**config.mk**
```make
export PLATFORM = sky130hd
export DESIGN_NAME = router_ttl_rewrite_flat
export DESIGN_NICKNAME = d
export VERILOG_FILES = /design/src/rtl/router_ttl_rewrite_if.sv /design/src/rtl/router_ttl_rewrite.sv /design/src/flat_wrapper.sv
export SDC_FILE = /design/constraint.sdc
export NUM_CORES = 1
export LEC_CHECK = 0
export CORE_AREA = 10 10 382 384
export DETAILED_ROUTE_END_ITERATION = 10
export DIE_AREA = 0 0 392 394
export GPL_TIMING_DRIVEN = 0
export PLACE_DENSITY = 0.54
export REMOVE_ABC_BUFFERS = 1
export SLEW_MARGIN = 0
export SYNTH_ARGS = -nofsm -noshare
export SYNTH_HDL_FRONTEND = slang
export SYNTH_SLANG_ARGS = --single-unit
```
**constraint.sdc**
```tcl
create_clock -name clk -period 54 [get_ports clk]
set_input_delay 5.4 -clock clk [delete_from_list [all_inputs] [get_ports clk]]
set_output_delay 5.4 -clock clk [all_outputs]
set_load 0.02 [all_outputs]
```
**src/rtl/router_ttl_rewrite_if.sv**
```systemverilog
// AXI4-Stream bundle used on both sides of the TTL rewrite stage.
// Master drives the beat and tvalid; slave returns tready.
interface router_ttl_rewrite_if #(
  parameter int DATA_W = 256,
  parameter int USER_W = 128
);
  logic [DATA_W-1:0]   tdata;
  logic [DATA_W/8-1:0] tkeep;
  logic [USER_W-1:0]   tuser;
  logic                tlast;
  logic                tvalid;
  logic                tready;

  modport master (output tdata, tkeep, tuser, tlast, tvalid, input tready);
  modport slave  (input tdata, tkeep, tuser, tlast, tvalid, output tready);
endinterface

```
**src/rtl/router_ttl_rewrite.sv**
```systemverilog
// Holds the first two beats of each packet until the checksum/TTL verdict arrives,
// then forwards with TTL/checksum rewritten in beat 0 or drops the packet.
module router_ttl_rewrite #(
  parameter int C_S_AXIS_DATA_WIDTH  = 256,
  parameter int C_S_AXIS_TUSER_WIDTH = 128
) (
  input  logic                clk,
  input  logic                reset,
  router_ttl_rewrite_if.slave  s_axis,
  router_ttl_rewrite_if.master m_axis,
  input  logic                ip_checksum_vld,
  input  logic                ip_checksum_is_good,
  input  logic                ip_hdr_has_options,
  input  logic                ip_ttl_is_good,
  input  logic [7:0]          ip_new_ttl,
  input  logic [15:0]         ip_new_checksum,
  output logic                rd_checksum,
  output logic [31:0]         pkt_fwd_cnt,
  output logic [31:0]         pkt_drop_cksum_cnt,
  output logic [31:0]         pkt_drop_opt_cnt,
  output logic [31:0]         pkt_drop_ttl_cnt
);
  localparam int KEEP_W = C_S_AXIS_DATA_WIDTH / 8;

  typedef enum logic [2:0] {HDR0, HDR1, WAIT, OUT0, OUT1, PASS, DROP, SHORT} state_t;

  state_t                          state, state_nxt;
  logic [C_S_AXIS_DATA_WIDTH-1:0]  h0_data, h1_data;
  logic [KEEP_W-1:0]               h0_keep, h1_keep;
  logic [C_S_AXIS_TUSER_WIDTH-1:0] h0_user, h1_user;
  logic                            last1;
  logic                            drop_cksum, drop_opt, drop_ttl, fwd;

  // Fixed drop priority: bad checksum, then options, then expired TTL.
  assign drop_cksum = !ip_checksum_is_good;
  assign drop_opt   = ip_checksum_is_good && ip_hdr_has_options;
  assign drop_ttl   = ip_checksum_is_good && !ip_hdr_has_options && !ip_ttl_is_good;
  assign fwd        = ip_checksum_is_good && !ip_hdr_has_options && ip_ttl_is_good;

  always_ff @(posedge clk) begin
    if (reset) state <= HDR0;
    else       state <= state_nxt;
  end

  always_comb begin
    state_nxt      = state;
    rd_checksum    = 1'b0;
    s_axis.tready  = 1'b0;
    m_axis.tvalid  = 1'b0;
    m_axis.tdata   = h0_data;
    m_axis.tkeep   = h0_keep;
    m_axis.tuser   = h0_user;
    m_axis.tlast   = 1'b0;
    case (state)
      HDR0: begin
        s_axis.tready = 1'b1;
        if (s_axis.tvalid) state_nxt = s_axis.tlast ? SHORT : HDR1;
      end
      HDR1: begin
        s_axis.tready = 1'b1;
        if (s_axis.tvalid) state_nxt = WAIT;
      end
      WAIT: begin
        if (ip_checksum_vld) begin
          rd_checksum = 1'b1;
          if (fwd)        state_nxt = OUT0;
          else if (last1) state_nxt = HDR0;
          else            state_nxt = DROP;
        end
      end
      OUT0: begin
        m_axis.tvalid = 1'b1;
        if (m_axis.tready) state_nxt = OUT1;
      end
      OUT1: begin
        m_axis.tvalid = 1'b1;
        m_axis.tdata  = h1_data;
        m_axis.tkeep  = h1_keep;
        m_axis.tuser  = h1_user;
        m_axis.tlast  = last1;
        if (m_axis.tready) state_nxt = last1 ? HDR0 : PASS;
      end
      PASS: begin
        m_axis.tvalid = s_axis.tvalid;
        m_axis.tdata  = s_axis.tdata;
        m_axis.tkeep  = s_axis.tkeep;
        m_axis.tuser  = s_axis.tuser;
        m_axis.tlast  = s_axis.tlast;
        s_axis.tready = m_axis.tready;
        if (s_axis.tvalid && m_axis.tready && s_axis.tlast) state_nxt = HDR0;
      end
      DROP: begin
        s_axis.tready = 1'b1;
        if (s_axis.tvalid && s_axis.tlast) state_nxt = HDR0;
      end
      SHORT: begin
        m_axis.tvalid = 1'b1;
        m_axis.tlast  = 1'b1;
        if (m_axis.tready) state_nxt = HDR0;
      end
      default: state_nxt = HDR0;
    endcase
  end

  // Header holding registers; beat 0 is patched in place on the verdict pop.
  always_ff @(posedge clk) begin
    if (state == HDR0 && s_axis.tvalid) begin
      h0_data <= s_axis.tdata;
      h0_keep <= s_axis.tkeep;
      h0_user <= s_axis.tuser;
    end else if (rd_checksum && fwd) begin
      h0_data[183:176] <= ip_new_ttl;
      h0_data[207:192] <= ip_new_checksum;
    end
    if (state == HDR1 && s_axis.tvalid) begin
      h1_data <= s_axis.tdata;
      h1_keep <= s_axis.tkeep;
      h1_user <= s_axis.tuser;
      last1   <= s_axis.tlast;
    end
  end

  always_ff @(posedge clk) begin
    if (reset) begin
      pkt_fwd_cnt        <= '0;
      pkt_drop_cksum_cnt <= '0;
      pkt_drop_opt_cnt   <= '0;
      pkt_drop_ttl_cnt   <= '0;
    end else if (rd_checksum) begin
      if (fwd)        pkt_fwd_cnt        <= pkt_fwd_cnt + 32'd1;
      if (drop_cksum) pkt_drop_cksum_cnt <= pkt_drop_cksum_cnt + 32'd1;
      if (drop_opt)   pkt_drop_opt_cnt   <= pkt_drop_opt_cnt + 32'd1;
      if (drop_ttl)   pkt_drop_ttl_cnt   <= pkt_drop_ttl_cnt + 32'd1;
    end
  end
endmodule

```
**src/flat_wrapper.sv**
```systemverilog
// flat-port wrapper written by rule: the top's interface ports become plain ports
module router_ttl_rewrite_flat 
#(
  parameter int C_S_AXIS_DATA_WIDTH  = 256,
  parameter int C_S_AXIS_TUSER_WIDTH = 128
)
  (clk, reset, ip_checksum_vld, ip_checksum_is_good, ip_hdr_has_options, ip_ttl_is_good, ip_new_ttl, ip_new_checksum, rd_checksum, pkt_fwd_cnt, pkt_drop_cksum_cnt, pkt_drop_opt_cnt, pkt_drop_ttl_cnt, s_axis_tdata, s_axis_tkeep, s_axis_tuser, s_axis_tlast, s_axis_tvalid, s_axis_tready, m_axis_tdata, m_axis_tkeep, m_axis_tuser, m_axis_tlast, m_axis_tvalid, m_axis_tready);
  router_ttl_rewrite_if #(.DATA_W((256)), .USER_W((128))) s_axis_i ();
  router_ttl_rewrite_if #(.DATA_W((256)), .USER_W((128))) m_axis_i ();
  input  logic clk;
  input  logic reset;
  input  logic ip_checksum_vld;
  input  logic ip_checksum_is_good;
  input  logic ip_hdr_has_options;
  input  logic ip_ttl_is_good;
  input  logic [7:0] ip_new_ttl;
  input  logic [15:0] ip_new_checksum;
  output logic rd_checksum;
  output logic [31:0] pkt_fwd_cnt;
  output logic [31:0] pkt_drop_cksum_cnt;
  output logic [31:0] pkt_drop_opt_cnt;
  output logic [31:0] pkt_drop_ttl_cnt;
  input wire logic [$bits(s_axis_i.tdata)-1:0] s_axis_tdata;
  input wire logic [$bits(s_axis_i.tkeep)-1:0] s_axis_tkeep;
  input wire logic [$bits(s_axis_i.tuser)-1:0] s_axis_tuser;
  input wire logic [$bits(s_axis_i.tlast)-1:0] s_axis_tlast;
  input wire logic [$bits(s_axis_i.tvalid)-1:0] s_axis_tvalid;
  output wire logic [$bits(s_axis_i.tready)-1:0] s_axis_tready;
  output wire logic [$bits(m_axis_i.tdata)-1:0] m_axis_tdata;
  output wire logic [$bits(m_axis_i.tkeep)-1:0] m_axis_tkeep;
  output wire logic [$bits(m_axis_i.tuser)-1:0] m_axis_tuser;
  output wire logic [$bits(m_axis_i.tlast)-1:0] m_axis_tlast;
  output wire logic [$bits(m_axis_i.tvalid)-1:0] m_axis_tvalid;
  input wire logic [$bits(m_axis_i.tready)-1:0] m_axis_tready;
  assign s_axis_i.tdata = s_axis_tdata;
  assign s_axis_i.tkeep = s_axis_tkeep;
  assign s_axis_i.tuser = s_axis_tuser;
  assign s_axis_i.tlast = s_axis_tlast;
  assign s_axis_i.tvalid = s_axis_tvalid;
  assign s_axis_tready = s_axis_i.tready;
  assign m_axis_tdata = m_axis_i.tdata;
  assign m_axis_tkeep = m_axis_i.tkeep;
  assign m_axis_tuser = m_axis_i.tuser;
  assign m_axis_tlast = m_axis_i.tlast;
  assign m_axis_tvalid = m_axis_i.tvalid;
  assign m_axis_i.tready = m_axis_tready;
  router_ttl_rewrite #(.C_S_AXIS_DATA_WIDTH(C_S_AXIS_DATA_WIDTH), .C_S_AXIS_TUSER_WIDTH(C_S_AXIS_TUSER_WIDTH)) u_core (.clk(clk), .reset(reset), .s_axis(s_axis_i), .m_axis(m_axis_i), .ip_checksum_vld(ip_checksum_vld), .ip_checksum_is_good(ip_checksum_is_good), .ip_hdr_has_options(ip_hdr_has_options), .ip_ttl_is_good(ip_ttl_is_good), .ip_new_ttl(ip_new_ttl), .ip_new_checksum(ip_new_checksum), .rd_checksum(rd_checksum), .pkt_fwd_cnt(pkt_fwd_cnt), .pkt_drop_cksum_cnt(pkt_drop_cksum_cnt), .pkt_drop_opt_cnt(pkt_drop_opt_cnt), .pkt_drop_ttl_cnt(pkt_drop_ttl_cnt));
endmodule
```
==> results of run 1 <==
-- cell usage after synthesis, drive strengths merged, types with 9 or more instances --
library cell / n / share of area (%)
a21oi: 78 / 0.97
and3: 9 / 0.14
and4: 23 / 0.50
buf: 18 / 0.23
clkbuf: 174 / 1.6
dfxtp: 131 / 6.5
edfxtp: 833 / 62
inv: 26 / 0.24
mux2: 42 / 1.2
mux2i: 417 / 10
nand2: 459 / 4.3
nand3: 35 / 0.43
nand4: 44 / 0.68
nor2: 51 / 0.48
nor2b: 18 / 0.28
nor3: 10 / 0.12
nor4: 17 / 0.26
o21ai: 454 / 5.6
o31ai: 39 / 0.73
or3: 33 / 0.51
or4: 45 / 0.86
xnor2: 16 / 0.35
xor2: 13 / 0.28
-- power groups by stage --
stage	clock network (W)	logic, W	registers [W]
after floorplan	0	0.000857	0.00134
after global placement	0	0.00170	0.00188
after detailed placement	0	0.00123	0.00103
after CTS	0.000739	0.00123	0.00101
after global routing	0.000766	0.00129	0.00102
final	0.000712	0.00120	0.00101
-- worst paths after layout --
kind / from / to / slack (ns)
worst max-delay path: ip_checksum_vld / rd_checksum / 40.27
worst min-delay path: u_core.pkt_drop_cksum_cnt[14]$_SDFFE_PP0P_ / u_core.pkt_drop_cksum_cnt[14]$_SDFFE_PP0P_ / 0.50
worst max register to register: u_core.state[0]$_SDFFE_PP0P_ / u_core.pkt_drop_ttl_cnt[31]$_SDFFE_PP0P_ / 49.54
worst min register to register: u_core.pkt_drop_cksum_cnt[14]$_SDFFE_PP0P_ / u_core.pkt_drop_cksum_cnt[14]$_SDFFE_PP0P_ / 0.50
-- area by class of cell --
cell class	instances	area, um2	area share, %
clock buffers	148	3000	5.28
diodes	17	42.5	0.0748
multi-input cells	1862	11800	20.8
flip-flops and latches	964	27600	48.6
inverters	26	97.6	0.172
repair buffers	1125	11600	20.3
well taps	1807	2260	3.98
clock inverters	56	429	0.755
-- routing by layer --
metal,vias up,share of wire [%],global-route usage (%)
met1,14000,37,19.2
met2,824,50,30.3
li1,13600,-,-
met5,-,0.061,0
met4,12,2.9,6.16
met3,224,10,7.75
-- cell families (layout without fill, tap and decap cells) --
| kind of cell | Yosys count | after routing |
|---|---|---|
| other cells | 0 | 17 |
| compound gates | 598 | 598 |
| buf+inv | 218 | 1355 |
| simple gates | 772 | 772 |
| fa+ha+maj | 4 | 4 |
| mux | 459 | 459 |
| flops | 964 | 964 |
| xor+xnor | 29 | 29 |
-- critical path: stages --
cell and delay (ns):
clkdlybuf4s50_1 0.51, nand4bb_1 0.70, inv_1 0.89, clkdlybuf4s50_1 0.82
-- metrics by stage --
stage | setup WS (ns) | hold WS [ns] | instance area [um2] | std cells
finish | 40.27 | 0.496 | 56900 | 6005
global route | 40.06 | 0.516 | 56900 | 6002
CTS | 40.26 | 0.502 | 56800 | 5988
detailed placement | 40.24 | 0.493 | 53400 | 5784
global placement | -152.79 | 0.476 | 51800 | 5655
floorplan | -22.72 | 0.553 | 39500 | 2852
-- state kept, by name, indices dropped and copies added (netlist names) --
name	count
u_core.h0_data	256
u_core.h1_data	256
u_core.h0_user	128
u_core.h1_user	128
u_core.h0_keep	32
u_core.h1_keep	32
u_core.pkt_drop_cksum_cnt	32
u_core.pkt_drop_opt_cnt	32
u_core.pkt_drop_ttl_cnt	32
u_core.pkt_fwd_cnt	32
u_core.state	3
u_core.last1	1
==> results list, run 1 <==
- Number of clock buffers inserted by TritonCTS: 111
- The worst-case IR drop observed on VDD is between 0.00003 and 0.00004 V.
- Wire length per cell after detailed routing: 24.1 um
- Per report_power, the clock group accounts for 24.3% of the total.
* Die ar.: 0.154 mm2
- Syn_area_per_cell: ~13 um2
* Sequential share of power: 34.6%
- Count of unique library cells instantiated by Yosys: 50
- Instance count of the mapped netlist: 3,044
- Boundary Pins: 997
* Final weighted congestion of routability-driven global placement: 0.810
- Worst setup skew after layout: 0.0618 ns
* Post-CTS Setup Inserts: 0
- STA classifies the critical path endpoint as an output port.
- First-pass iteration count of the detailed router: 5
- For this configuration, the core starts out at a cell density of between 20 and 30%.
- Post-detailed-routing wire length: about 140,000 um
* Area delta synth->final: 41.2%
* Category of the most critical setup path: input pin to output port
- Total of fill cells in the finished design: 13,000
- Count of max-cap constraint violations: 0
* Slew Limit Headroom: 41.2%
- WP data required: approximately 49 ns
* Data arrival time at the worst-slack endpoint: 8.33 ns
- After synthesis, the largest family of logic cells by area is multiplexers.
* Internal cell power: 0.00187 W
* Fraction of synthesized area in multiplexers: 11.5%
- Share of the synthesized area in compound gates (AO/OA/AOI/OAI): 7.91%
- Hold Fails Final Rpt: 0
* Clk buf depth: 3
- Net switching is between 30% and 40% of the power.
- After synthesis, the share of flip-flops with an asynchronous set or reset is 0%.
* RSZ-0062 raised after global routing: false
- Post-synthesis share of cell area spent on xor and xnor gates: less than 1%
- The routed layout has around 29,000 vias.
- Yosys mapped a number of flops with a built-in enable equal to about 830.
- Summed over all layers, the global routing overflow is 0.
- Overall die height: between 300 and 400 um
- Final max-slew violation count: 0
* Antenna violations before repair: 51
- Leakage power figure: a little under 20 nW
* Total of cells resized after clock tree synthesis: 0
* CTS HTree Levels: 3
- The first routing iteration left 1,715 violations.
* Result of the run: finished clean
* Cells on worst reg2reg path: 6
- Detailed placement ended at an HPWL of 109,000 um.
- Of the total power, combinational logic draws roughly two fifths.
* Routed via count divided by cell count: about 4.8
- Clk Latency, worst-skew pair: 0.74 ns
- The post-route netlist has under 10% of its cells at a drive strength greater than 1.
- The root buffer cell chosen for the clock tree is clkbuf_16.
* Largest net degree at the start of global routing: between 100 and 150
* Remaining routing DRC violations: 0
* Yosys reg bits: 964
- Total net switching power: about 0.0011 W
- Most frequent standard cell in the layout excluding fill and tap cells: clkdlybuf4s50_1
- Input and output buffers added on the ports amount to 996.
- Leaving out fill and tap cells, the most frequent cells in the layout are clkdlybuf4s50_1, edfxtp_1, nand2_1, o21ai_0, mux2i_1.
* Total clock sinks: just under 1,000
- Across every metal layer, demand over resource in global routing totals 17.6%.
* Kind of launch point of the worst setup path: input pin
- CTS tree: done
- Number of placement rows: 137
- Achievable clock frequency: 72.8 MHz
* Total design power: 0.00293 W
* Share of the core filled with cells: 41.1%
- Clock-pin slew was measured on the worst setup and hold paths at 0.06 ns.
- Slew at the pin closest to its max-slew limit: approximately 0.88 ns
- Period utilization: roughly a quarter
- After clock tree synthesis, the flow added hold-fix buffers numbering 0.
- Class of the worst hold path: flip-flop to flip-flop
* Cell count of the worst hold path: 2
- Via count of the first global-routing pass: 27,400
- In this run the standard cell core region covers roughly 0.14 mm2.
* Maximum fanout along the worst path: 21
- Number of warnings reported in the yosys synthesis log: 0
- The first global-routing pass estimated 201,000 um of wire.
* Horizontal extent of the die: 392 um
- The cell area that synthesis handed to floorplanning was about 0.04 mm2.
- Of the synthesized area, sequential elements account for 68.6%.
- Residual antenna-violating net count after detailed routing: 0
* Fin nets: about 4,500
- In this run the power density over the cells is approximately 51 mW/mm2.
- # setup viols final: 0
- Summing the areas of all fa, ha and maj instances in the mapped netlist gives 0.124% of the synthesized area.
- Summing the areas of all and, or, nand and nor instances in the mapped netlist gives under 10% of the synthesized area.
* Dominant synthesized flop cell: edfxtp_1
- Setup total negative slack on the finished layout was measured at 0 ns.
- Counting I/O delays and the setup requirement, the final critical path takes ~14 ns.
Power figures use the tool's default switching activity.
==> inputs of run 2 (changes only) <==
--- a/config.mk
+++ b/config.mk
@@ -5,11 +5,11 @@
 export SDC_FILE = /design/constraint.sdc
 export NUM_CORES = 1
 export LEC_CHECK = 0
-export CORE_AREA = 10 10 382 384
+export CORE_AREA = 10 10 379 381
 export DETAILED_ROUTE_END_ITERATION = 10
-export DIE_AREA = 0 0 392 394
+export DIE_AREA = 0 0 389 391
 export GPL_TIMING_DRIVEN = 0
-export PLACE_DENSITY = 0.54
+export PLACE_DENSITY = 0.57
 export REMOVE_ABC_BUFFERS = 1
 export SLEW_MARGIN = 0
 export SYNTH_ARGS = -nofsm -noshare
==> constraint.sdc (replaced) <==
create_clock -name clk -period 11.7 [get_ports clk]
set_input_delay 1.17 -clock clk [delete_from_list [all_inputs] [get_ports clk]]
set_output_delay 1.17 -clock clk [all_outputs]
set_load 0.02 [all_outputs]
==> results list, run 2 (same netlist as run 1, synthesis figures left out) <==
- The flow ran to the end, and the final reports show no timing, DRC or antenna violations.
- Hold Fails Final Rpt: 0
* Root buffer cell: clkbuf_16
* Shortest period the worst path allows: 5.99 ns
* Commonest cells after routing, fill and taps aside: clkdlybuf4s50_1, edfxtp_1, nand2_1, o21ai_0, mux2i_1
- Most frequent standard cell in the layout excluding fill and tap cells: clkdlybuf4s50_1
- Category of the most critical setup path: flip-flop to output port
* RSZ-0062 raised after global routing: false
* Routed via count divided by cell count: 4.81
- Residual antenna-violating net count after detailed routing: 0
* Total clock sinks: 964
- After detailed routing, the average wire length per cell comes to 24.3 um.
- In this run the critical register-to-register path is captured at u_core.pkt_drop_ttl_cnt[31]$_SDFFE_PP0P_.
- Remaining global-route overflow: 0
- Post-CTS Setup Inserts: 0
* Die ar.: 0.152 mm2
* Fin Hold WS: 0.498 ns
- Clock transition at the registers of the reported paths: 0.06 ns
- The total count of max-transition violations in the final report is 0.
- Kind of launch point of the worst setup path: flip-flop
* Final TNS setup: 0 ns
* Cts-stage hold buffer count: 0
- Horizontal extent of the die: 389 um
* Largest net degree at the start of global routing: 109
- Number of placement rows: 136
- Antenna violations before repair: 89
- The worst setup path is captured at an output port.
- Count of port buffers added during placement: 996
- For this design the ratio of total power to cell area is 240 mW/mm2.
- Data arrival time at the worst-slack endpoint: 4.82 ns
- Slew at the pin closest to its max-slew limit: about 1 ns
* DR iter-0 viols: 1,916
- Boundary Pins: 997
- Gates resized during post-CTS repair numbered 0.
* Post-detailed-routing wire length: 147,000 um
* Worst ir drop on vdd: 0.000133 V
* Count of max-cap constraint violations: 0
* Worst setup skew after layout: 0.0353 ns
- Leakage power figure: 19.8 nW
- CTS tree: done
* # setup viols final: 0
* Wire length of the first global-routing pass: roughly 200,000 um
- Area delta synth->final: 42.2%
- The min-delay analysis places its worst path in the category flip-flop to flip-flop.
- Final setup margin: 5.71 ns
- The most critical setup path has its endpoint at m_axis_tdata[19].
* Total number of vias: 29,000
* Maximum fanout along the worst path: 91
- R2r setup slk: 7.27 ns
* WP data required: 10.53 ns
- The worst hold path passes through 2 cells.
- Ratio of cells with drive above 1 in the final layout: 8.67%
* Placeable core region: 0.136 mm2
* Achievable clock frequency: approximately 170 MHz
- Slew Limit Headroom: 31.1%
- In this run the vertical extent of the chip is 391 um.
- First-pass iteration count of the detailed router: 5
- Period utilization: 51.2%
- Global routing consumed, over all layers together, between 10% and 20% of the routing resources.
* Crit Reg-Reg Startpoint: u_core.state[0]$_SDFFE_PP0P_
- Tracing the worst setup path back leads to its startpoint at u_core.state[1]$_SDFFE_PP0P_.
- Buffers inserted during clock tree synthesis total 110.
- Post-detail-place hpwl: 111,000 um
* Final weighted congestion of routability-driven global placement: slightly above 0.8
- For this configuration, the core starts out at a cell density of 29.6%.
- The final layout contains 4,544 nets.
* Clk Latency, worst-skew pair: 0.72 ns
- CTS HTree Levels: 3
- Before CTS, the worst setup slack after placement is 6.30 ns.
- Remaining routing DRC violations: 0
* Registers with the most flip-flops: u_core.h0_data: 256 flops, u_core.h1_data: 256 flops
* Cells on worst reg2reg path: 6
* Via count of the first global-routing pass: 27,800
* Clk buf depth: 3
[run 2: cell types whose count changed in the layout (fill, tap and decap cells not counted), sizes merged]
| cell | previous run | this run |
|---|---|---|
| inv | 29 | 31 |
| bufinv | 2 | 14 |
| clkinvlp | 2 | 10 |
| buf | 130 | 132 |
| clkbuf | 148 | 131 |
| diode | 17 | 41 |
[run 2: worst min path at each step]
stage	to	startpoint	slack [ns]
after floorplan	u_core.pkt_drop_ttl_cnt[19]$_SDFFE_PP0P_	u_core.pkt_drop_ttl_cnt[19]$_SDFFE_PP0P_	0.55
after global placement	u_core.pkt_drop_ttl_cnt[17]$_SDFFE_PP0P_	u_core.pkt_drop_ttl_cnt[17]$_SDFFE_PP0P_	0.48
after detailed placement	u_core.pkt_fwd_cnt[26]$_SDFFE_PP0P_	u_core.pkt_fwd_cnt[26]$_SDFFE_PP0P_	0.49
after CTS	u_core.pkt_drop_ttl_cnt[17]$_SDFFE_PP0P_	u_core.pkt_drop_ttl_cnt[17]$_SDFFE_PP0P_	0.50
after global routing	u_core.pkt_fwd_cnt[26]$_SDFFE_PP0P_	u_core.pkt_fwd_cnt[26]$_SDFFE_PP0P_	0.53
final	u_core.pkt_drop_ttl_cnt[30]$_SDFFE_PP0P_	u_core.pkt_drop_ttl_cnt[30]$_SDFFE_PP0P_	0.50
[run 2: through the flow]
| step | cell area (um2) | power, W | util (%) | instances |
|---|---|---|---|---|
| 2_1_floorplan | 39500 | 0.00996 | - | 2852 |
| 3_3_place_gp | 51800 | 0.0125 | 38.0 | 5642 |
| 3_5_place_dp | 53400 | 0.0104 | 39.2 | 5773 |
| 4_1_cts | 57200 | 0.0140 | 41.9 | 5982 |
| 5_1_grt | 57300 | 0.0145 | 42.0 | 6018 |
| 6_report | 57300 | 0.0138 | 42.0 | 6023 |
[run 2: area by class of cell]
| cell class | instances | area [um2] |
|---|---|---|
| inverter | 26 | 97.6 |
| fill | 12700 | 79000 |
| clock buffer | 131 | 2850 |
| clock inverter | 78 | 892 |
| sequential | 964 | 27600 |
| tap | 1794 | 2240 |
| antenna | 41 | 103 |
| timing repair buffer | 1127 | 11600 |
| multi-input combinational | 1862 | 11800 |
[run 2: routing by layer]
metal	vias to the layer above	part of all wire, %	track usage (%)
met1	14100	37	19.9
met5	-	0.12	0
met2	894	49	29.8
met4	22	4.0	9.36
met3	277	10	8.28
li1	13700	-	-
[run 2: power by group]
group,internal [W],switching [W],total [W]
Combinational,0.00230,0.00325,0.00555
Clock,0.00206,0.00149,0.00355
Sequential,0.00451,0.000163,0.00467
[run 2: critical path, stage by stage (launching register included)]
cell and delay (ns):
dfxtp_1 0.70, nand2b_4 0.51, buf_16 0.32, buf_16 0.33
buf_16 0.32, buf_16 0.29, buf_16 0.27, buf_16 0.27
nand2_1 0.08, o21ai_0 0.09, clkdlybuf4s50_1 0.77
